[src/rtl/uart_mmio_pkg.sv]
// Shared types and constants for the memory-mapped UART transmitter.
package uart_mmio_pkg;

  // Frame sequencer states
  typedef enum logic [1:0] {
    IDLE  = 2'd0,
    START = 2'd1,
    DATA  = 2'd2,
    STOP  = 2'd3
  } state_t;

  // Register select values (Address[3:2])
  localparam logic [1:0] TXDATA_OFS  = 2'd0;
  localparam logic [1:0] STATUS_OFS  = 2'd1;
  localparam logic [1:0] BAUDDIV_OFS = 2'd2;

  // STATUS bit positions
  localparam int BUSY_BIT = 0;
  localparam int DONE_BIT = 1;
  localparam int OVR_BIT  = 2;

endpackage

[src/rtl/uart_tx_mmio_baud_counter.sv]
// Bit-period timer: counts 0..div-1 and flags the last cycle of each period.
module baud_counter #(
  parameter int DIV_WIDTH = 16
) (
  input  logic                 clk,
  input  logic                 reset,
  input  logic                 clear,
  input  logic [DIV_WIDTH-1:0] div,
  output logic                 bitTick
);

  logic [DIV_WIDTH-1:0] cnt;
  logic [DIV_WIDTH-1:0] last;

  // div is never 0 (the register forces 1), so div-1 cannot underflow
  // and the counter never wraps past it.
  assign last    = div - DIV_WIDTH'(1);
  assign bitTick = (cnt == last);

  // Count up, reload at each bit boundary, hold at zero while cleared.
  always_ff @(posedge clk or posedge reset) begin
    if (reset)        cnt <= '0;
    else if (clear)   cnt <= '0;
    else if (bitTick) cnt <= '0;
    else              cnt <= cnt + DIV_WIDTH'(1);
  end

endmodule

[src/rtl/uart_tx_mmio.sv]
// MMIO UART transmitter: TXDATA/STATUS/BAUDDIV registers, 8N1 serialiser.
module uart_tx_mmio #(
  parameter int WORD_LENGTH = 32,
  parameter int BAUD_DIV    = 434,
  parameter int DIV_WIDTH   = 16
) (
  input  logic                   clk,
  input  logic                   reset,
  input  logic                   enableUART,
  input  logic                   MemWrite,
  input  logic                   MemRead,
  input  logic [3:0]             Address,
  input  logic [WORD_LENGTH-1:0] WriteData,
  output logic [WORD_LENGTH-1:0] ReadData,
  output logic                   tx,
  output logic                   txBusy
);
  import uart_mmio_pkg::*;

  state_t               state, state_next;
  logic [2:0]           bit_idx, bit_idx_next, bit_idx_inc;
  logic                 tx_next;
  logic [7:0]           txdata;
  logic [DIV_WIDTH-1:0] baud_div;
  logic                 done, ovr;
  logic                 bit_tick;

  logic                 wr, rd;
  logic [1:0]           reg_sel;
  logic                 accept, tx_when_busy, frame_end, status_wr, baud_wr;
  logic                 baud_clear;
  logic                 unused_bits;

  assign wr      = enableUART & MemWrite;
  assign rd      = enableUART & MemRead;
  assign reg_sel = Address[3:2];

  // A TXDATA store only starts a frame from IDLE; the STOP-completion edge
  // still counts as busy, so a store there is an overrun.
  assign accept       = wr && (reg_sel == TXDATA_OFS) && (state == IDLE);
  assign tx_when_busy = wr && (reg_sel == TXDATA_OFS) && (state != IDLE);
  assign frame_end    = (state == STOP) && bit_tick;
  assign status_wr    = wr && (reg_sel == STATUS_OFS);
  assign baud_wr      = wr && (reg_sel == BAUDDIV_OFS) && (state == IDLE);
  assign bit_idx_inc  = bit_idx + 3'd1;
  assign txBusy       = (state != IDLE);
  assign baud_clear   = (state == IDLE);

  assign unused_bits = ^{Address[1:0], WriteData[WORD_LENGTH-1:DIV_WIDTH]};

  baud_counter #(.DIV_WIDTH(DIV_WIDTH)) u_baud (
    .clk     (clk),
    .reset   (reset),
    .clear   (baud_clear),
    .div     (baud_div),
    .bitTick (bit_tick)
  );

  // Sequencer state, bit index and registered serial line.
  always_ff @(posedge clk or posedge reset) begin
    if (reset) begin
      state   <= IDLE;
      bit_idx <= 3'd0;
      tx      <= 1'b1;
    end else begin
      state   <= state_next;
      bit_idx <= bit_idx_next;
      tx      <= tx_next;
    end
  end

  // Next state and next line level; tx_next is what the line shows after the edge.
  always_comb begin
    state_next   = state;
    bit_idx_next = bit_idx;
    tx_next      = 1'b1;
    case (state)
      IDLE: begin
        if (accept) begin
          state_next   = START;
          bit_idx_next = 3'd0;
          tx_next      = 1'b0;
        end
      end
      START: begin
        tx_next = 1'b0;
        if (bit_tick) begin
          state_next   = DATA;
          bit_idx_next = 3'd0;
          tx_next      = txdata[0];
        end
      end
      DATA: begin
        tx_next = txdata[bit_idx];
        if (bit_tick) begin
          if (bit_idx == 3'd7) begin
            state_next = STOP;
            tx_next    = 1'b1;
          end else begin
            bit_idx_next = bit_idx_inc;
            tx_next      = txdata[bit_idx_inc];
          end
        end
      end
      STOP: begin
        tx_next = 1'b1;
        if (bit_tick) state_next = IDLE;
      end
      default: state_next = IDLE;
    endcase
  end

  // Software-visible registers; set of done/overrun wins over W1C on the same edge.
  always_ff @(posedge clk or posedge reset) begin
    if (reset) begin
      txdata   <= 8'h00;
      baud_div <= DIV_WIDTH'(BAUD_DIV);
      done     <= 1'b0;
      ovr      <= 1'b0;
    end else begin
      if (accept) txdata <= WriteData[7:0];
      if (baud_wr)
        baud_div <= (WriteData[DIV_WIDTH-1:0] == '0) ? DIV_WIDTH'(1)
                                                     : WriteData[DIV_WIDTH-1:0];
      done <= frame_end    | (done & ~(status_wr & WriteData[DONE_BIT]));
      ovr  <= tx_when_busy | (ovr  & ~(status_wr & WriteData[OVR_BIT]));
    end
  end

  // Side-effect-free read mux; zero when not selected for a load.
  always_comb begin
    ReadData = '0;
    if (rd) begin
      case (reg_sel)
        TXDATA_OFS:  ReadData[7:0] = txdata;
        STATUS_OFS: begin
          ReadData[BUSY_BIT] = txBusy;
          ReadData[DONE_BIT] = done;
          ReadData[OVR_BIT]  = ovr;
        end
        BAUDDIV_OFS: ReadData[DIV_WIDTH-1:0] = baud_div;
        default:     ReadData = '0;
      endcase
    end
  end

endmodule

[config.mk]
export PLATFORM = sky130hd
export DESIGN_NAME = uart_tx_mmio
export DESIGN_NICKNAME = d
export VERILOG_FILES = /design/src/rtl/uart_mmio_pkg.sv /design/src/rtl/uart_tx_mmio_baud_counter.sv /design/src/rtl/uart_tx_mmio.sv
export SDC_FILE = /design/constraint.sdc
export NUM_CORES = 1
export LEC_CHECK = 0
export BUFFER_PORTS_ARGS = -buffer_cell sky130_fd_sc_hd__clkbuf_2
export CORE_ASPECT_RATIO = 1.75
export CORE_MARGIN = 4
export CORE_UTILIZATION = 55
export CTS_CLUSTER_DIAMETER = 80
export DETAILED_ROUTE_END_ITERATION = 8
export PLACE_DENSITY = 0.91
export SETUP_SLACK_MARGIN = 0.05
export SLEW_MARGIN = 20
export SYNTH_ARGS = -nofsm -noshare
export SYNTH_HDL_FRONTEND = slang
export SYNTH_SLANG_ARGS = --single-unit
[constraint.sdc]
create_clock -name clk -period 3.35 [get_ports clk]
set_clock_uncertainty 0.05 [all_clocks]
set_input_delay 0.1675 -clock clk [delete_from_list [all_inputs] [get_ports clk]]
set_output_delay 0.1675 -clock clk [all_outputs]
set_load 0.005 [all_outputs]
==> impl_metrics.ini, run 1 <==
[outcome]
status = complete, no violations

[timing]
report.final.setup_viol = 0
final-max-slew-violation-count = 0
hold_violations = 0
timing.fmax_ghz = 0.341
timing.final.crit_share_pct = 87.6
fin_hold_ws_ps = 56.2
worst-slew-pin-transition_ps = 844
slew_headroom_pct = 43.7
rsz0062_at_grt = no
fin_tns_setup_ps = 0
clock_period_minus_worst_slack_ps = 2930

[clock_network]
cts.sink_count = 48
clkSlewWorstSetupHoldPaths_ps = 100
cts_buffer_depth = 2
ctsHtreeMaxLevel = 2
ctsResizeCount = 0
cts.repair_timing.setup_buffer_count = 0
cts_root_buf = clkbuf_8
tritoncts = yes
cts_hold_buffers = 0
clk_latency_ps = 310
cts_inserted_buffers = 5

[worst_setup_path]
worst_setup_path_end_kind = flip-flop
worst-r2r-setup-slack_ps = 420
crit_path_start = baud_div[1]
worst_path_largest_cell_delay_ps = 540
worstReg2RegStart = baud_div[1]
cp_num_cells = 10
worstSetupStartpointType = flip-flop
path_class = reg -> reg
cpLargestDelayFamily = simple AND/OR/NAND/NOR gates
critPathBufInv = 2
slowest_stage_cell_on_the_critical_path = or4b_4
critPathMaxFanout = 10
worst_r2r_path_cells = 10
worstPathArrival_ps = 3080
r2r_end = bit_idx[0]
timing.critical_path.to = bit_idx[0]
ordered_cell_list_for_the_critical_path = inv_1 -> ha_1 -> or4b_4 -> nor3_4 -> mux2_1 -> o21ai_1 -> and4_1 -> buf_4 -> o21ai_0 -> o2bb2ai_1
worst_ep_required_time_ps = 3500

[routing]
detailedRoute.firstPassIterationCount = 4
routed-via-count = 2797
drt_iter0_drc = 158
drcViolationCount = 0
routed_via_density = 5.95
post_drt_wl_per_cell_microns = 17.1
detail-route-antenna-nets = 0
total_detailed_routing_wirelength_microns = 8050

[finish]
finalNonFillerCells = 470
finish.utilization_pct = 61.9
num_antenna_cells = 0
filler_cell_count = 495
count_of_nets_after_finishing = 440
multi_input_comb_area_sq_mm = 0.00198
drive_above_1_share_pct = 24.7
flow.area_growth_from_synthesis_pct = 8.48
regArea_sq_mm = 0.00121

[floorplanning]
placeable_core_area_sq_mm = 0.00597
total_i_o_pin_count = 75
core.rowCount = 37
die_height_microns = 112
starting_utilization_of_the_core_area_pct = 57.1
die_area_sq_mm = 0.00757
die_width_microns = 67.5

[synth]
synth_seq_area_share_pct = 35.5
netlist_instances = 358
synth_largest_type_area_fraction_pct = 30.8
synth.top_cells.by_area = dfrtp_1 31%, mux2_2 7.3%, nor2_1 4.8%
synthDistinctLibCells = 62
most_frequently_used_cell_type_in_the_post_synthesis_netlist = nor2_1
syn_avg_cell_area_sq_um = 9.52
synth_top_cells_by_count = 44 x nor2_1, 42 x dfrtp_1, 22 x mux2_2, 20 x buf_4, 19 x nand2_1
ys.flop_type = dfrtp_1
yosys_warnings = 0
synth-edff-count = 0
async_flop_share_pct = 100
synth_top_cell_by_area = dfrtp_1
netlist_area_sq_mm = 0.00341
ys_seq_elements = 48

[global_route]
grt-ovfl-total = 0
grt_pass1_vias = 2878
grt_pass1_wl_microns = 13400
largest_net_degree_at_the_start_of_global_routing = 49
antenna_found_initial = 0
gr-usage-all-layers_pct = 22.8

[place]
replace_congestion = 0.887
dpl.hpwl_microns = 6170
portBuffers = 40
dpl.cell_count = 461

[min_path]
hold_class = in -> reg

[pwr]
static-leakage-power_nw = 1.64
powerDensity_mw_per_mm2 = 756
peak_ir_drop_on_the_vdd_network_v = 0.000366

[run]
max_cap_viol_count = 0
worst min-delay path by stage:
stage / startpoint / to / cells after the start
2_1_floorplan: WriteData[10] / baud_div[10] / 1
3_3_place_gp: WriteData[10] / baud_div[10] / 2
3_5_place_dp: WriteData[10] / baud_div[10] / 2
4_1_cts: WriteData[10] / baud_div[10] / 2
5_1_grt: WriteData[12] / baud_div[12] / 2
6_report: WriteData[0] / txdata[0] / 2
layout by cell type (no fill, tap or decap), drive strengths merged, types with 4 or more instances in the layout:
cell type  synthesis  final
inv               13     13
buf               25      5
nor2              44     44
dfstp              6      6
xnor2             17     17
clkbuf            10     45
nand3             14     14
mux2              24     24
mux4               4      4
xor2              16     16
mux2i             12     12
or3                6      6
o21ai             11     11
dfrtp             42     42
conb               1     16
nor3               8      8
and3               5      5
nand2             19     19
and2              12     12
ha                 8      8
a21oi              6      6
nand4              6      6
nor4               7      7
flip-flops by register name (all words and copies together), names as in the netlist:
signal      count
baud_div       16
tx              1
state           2
ovr             1
txdata          8
done            1
bit_idx         3
u_baud.cnt     16
routing by layer:
layer / track usage, % / share of wire [%] / wire length [microns]
met1: 23.6 / 36 / 2890
met2: 40.6 / 54 / 4370
met3: 3.20 / 4.4 / 356
met4: 14.6 / 5.3 / 430
met5: 0 / 0 / 0
cell type report:
cell class                 instances  share of cell area (%)
multi-input combinational        277                    53.5
sequential                        48                    32.7
timing repair buffer              46                    6.70
tap                               78                    2.64
clock buffer                       5                    1.86
inverter                          13                    1.35
clock inverter                     3                    1.25
stage by stage:
stage          cell area (sq um)  worst slack [ps]  power, mW
3_3_place_gp                3570               564       2.28
3_5_place_dp                3570               434       2.35
4_1_cts                     3690               430       2.79
2_1_floorplan               3460               652       2.06
5_1_grt                     3700               285       3.00
6_report                    3700               416       2.79
power by group:
| group | total [mW] | leakage (nW) | internal (mW) | switching, mW |
|---|---|---|---|---|
| Clock | 0.428 | 0.0548 | 0.225 | 0.203 |
| Combinational | 1.26 | 0.972 | 0.608 | 0.654 |
| Sequential | 1.11 | 0.609 | 0.785 | 0.320 |
| Total | 2.79 | 1.64 | 1.62 | 1.18 |
kinds of logic (layout without fill, tap and decap cells):
family                   after synthesis  in the layout  synth area share, %
flip-flops                            48             48                 35.5
adder cells (fa/ha/maj)                8              8                 2.94
multiplexers                          40             40                 14.2
XOR/XNOR                              33             33                 8.48
other                                  1             16                0.110
buffers and inverters                 48             67                 8.15
AND/OR/NAND/NOR                      135            135                 21.4
AO/OA/AOI/OAI                         45             45                 9.25
Note: power is estimated with default switching activity, not from simulation.
==> run 2: changes to the inputs <==
--- a/config.mk
+++ b/config.mk
@@ -11,7 +11,7 @@
 export CORE_UTILIZATION = 55
 export CTS_CLUSTER_DIAMETER = 80
 export DETAILED_ROUTE_END_ITERATION = 8
-export PLACE_DENSITY = 0.91
+export PLACE_DENSITY = 0.81
 export SETUP_SLACK_MARGIN = 0.05
 export SLEW_MARGIN = 20
 export SYNTH_ARGS = -nofsm -noshare
==> run 2 against run 1 <==
Critical path depth rose by 1. Via count fell by 2.1%. Combinational power is essentially flat. Highest routed layer unchanged. Utilization shrank 0.61 points. Register-to-register slack got worse by 160 ps. Die area is the same. Final cell count down 0.43%. Non-clock buffer count decreased by 2. Sequential share of layout area grew 0.36 points. Setup slack got worse by 160 ps.
==> impl_metrics.ini, run 2 (synthesis gave the netlist of run 1 again) <==
[outcome]
status = complete, no violations

[timing]
slew_headroom_pct = 43.5
rsz0062_at_grt = no
timing.final.crit_share_pct = 92.3
worst-slew-pin-transition_ps = 848
final-max-slew-violation-count = 0
timing.fmax_ghz = 0.323
fin_tns_setup_ps = 0
report.final.setup_viol = 0
clock_period_minus_worst_slack_ps = 3090
hold_violations = 0

[finish]
filler_cell_count = 506
drive_above_1_share_pct = 24.6
num_antenna_cells = 0
most-common-layout-cells = 44 x nor2_1, 41 x dfrtp_1, 40 x clkbuf_2
count_of_nets_after_finishing = 438
largestRegisters = baud_div (16), u_baud.cnt (16), txdata (8)
layout_commonest_cell = nor2_1
finish.utilization_pct = 61.3
flow.area_growth_from_synthesis_pct = 7.42

[pwr]
net-switching-power_mw = 1.19
power.combinational.fraction_pct = 45.6
powerDensity_mw_per_mm2 = 743
power_switching_share_pct = 43.6
peak_ir_drop_on_the_vdd_network_v = 0.000304
power.share.sequential_pct = 41.0
static-leakage-power_nw = 1.61
internal_power_mw = 1.54
clock_power_share_pct = 13.4

[clock_network]
cts.sink_count = 48
cts_inserted_buffers = 5
ctsHtreeMaxLevel = 2
cts_root_buf = clkbuf_8
clk_latency_ps = 320
cts.repair_timing.setup_buffer_count = 0
clkSlewWorstSetupHoldPaths_ps = 100
tritoncts = yes
cts_buffer_depth = 2

[floorplanning]
core.rowCount = 37
placeable_core_area_sq_mm = 0.00597
die_width_microns = 67.5
die_height_microns = 112
die_area_sq_mm = 0.00757
starting_utilization_of_the_core_area_pct = 57.1
total_i_o_pin_count = 75

[place]
replace_congestion = 0.926
portBuffers = 40
dpl.hpwl_microns = 6200

[routing]
drt_iter0_drc = 214
detail-route-antenna-nets = 0
routed-via-count = 2739
post_drt_wl_per_cell_microns = 17.1
routed_via_density = 5.85
total_detailed_routing_wirelength_microns = 8030
detailedRoute.firstPassIterationCount = 4
drcViolationCount = 0

[worst_setup_path]
worstReg2RegStart = baud_div[0]
path_class = reg -> reg
crit_path_start = baud_div[0]
r2r_end = u_baud.cnt[14]
worst_r2r_path_cells = 11
worst-r2r-setup-slack_ps = 260
timing.critical_path.to = u_baud.cnt[14]
critPathMaxFanout = 16
worstSetupStartpointType = flip-flop
worst_ep_required_time_ps = 3500
worstPathArrival_ps = 3240
worst_setup_path_end_kind = flip-flop

[global_route]
grt_pass1_wl_microns = 13200
antenna_found_initial = 0
gr-usage-all-layers_pct = 22.6
grt_pass1_vias = 2760
grt-ovfl-total = 0
largest_net_degree_at_the_start_of_global_routing = 49

[min_path]
hold_class = in -> reg

[run]
max_cap_viol_count = 0
-- run 2: cell types whose count changed in the layout (fill, tap and decap cells not counted), sizes merged --
cell | previous run | this run
buf | 5 | 3
bufinv | 1 | 0
clkinv | 1 | 2
clkinvlp | 1 | 2
inv | 13 | 12
-- run 2: metrics by stage --
stage               area (sq um)  power [mW]  std cells  worst slack (ps)  hold WS (ps)
floorplan                   3460        2.06        373               652           268
global placement            3560        2.31        459               271           365
detailed placement          3560        2.35        459               255           370
CTS                         3650        2.71        467               214          38.7
global route                3660        2.91        468              63.6          46.1
finish                      3660        2.72        468               258          39.3
-- run 2: what timing repair did --
item                                   4_1_cts  5_1_grt
setup endpoints to repair                    0       16
hold buffers                                 0        1
gates resized for setup                      0        1
endpoints found under the hold margin        0        9
-- run 2: layout make-up --
| cell class | count | area, sq um | area share (%) |
|---|---|---|---|
| well taps | 78 | 97.6 | 2.67 |
| clock inverters | 3 | 23.8 | 0.649 |
| repair buffers | 44 | 233 | 6.36 |
| clock buffers | 5 | 68.8 | 1.88 |
| flip-flops and latches | 48 | 1210 | 33.0 |
| inverters | 13 | 50.0 | 1.37 |
| multi-input cells | 277 | 1980 | 54.0 |
-- run 2: worst min-delay path by stage --
stage                       start      endpoint  slack [ps]  cells past startpoint
floorplan           WriteData[10]  baud_div[10]         270                      1
global placement     WriteData[9]   baud_div[9]         370                      2
detailed placement  WriteData[11]  baud_div[11]         370                      2
CTS                 WriteData[11]  baud_div[11]          40                      2
global route         WriteData[8]   baud_div[8]          50                      2
finish              WriteData[14]  baud_div[14]          40                      2
-- run 2: power groups by stage --
stage | clock network (mW) | registers (mW) | logic, mW
global route | 0.393 | 1.15 | 1.37
floorplan | 0 | 0.936 | 1.13
global placement | 0 | 1.11 | 1.20
CTS | 0.369 | 1.11 | 1.24
detailed placement | 0 | 1.12 | 1.23
finish | 0.364 | 1.12 | 1.24
-- run 2: critical path, stage by stage, from the launching register on --
cell and delay, ps:
dfrtp_2 480, inv_1 110, ha_1 230, or4b_4 530, nor3_4 200, mux2_1 330, o21ai_1 210, and4_1 240
buf_4 180, or2_1 120, buf_4 200, nor2_1 70
-- run 2: per-layer routing --
metal,global-route usage (%),share of wire (%),wire (microns),vias to the layer above
met3,3.50,3.8,306,19
met5,0,0,0,-
met2,42.4,58,4650,75
met4,10.2,2.8,222,0
met1,23.1,36,2850,1356
li1,-,-,-,1289
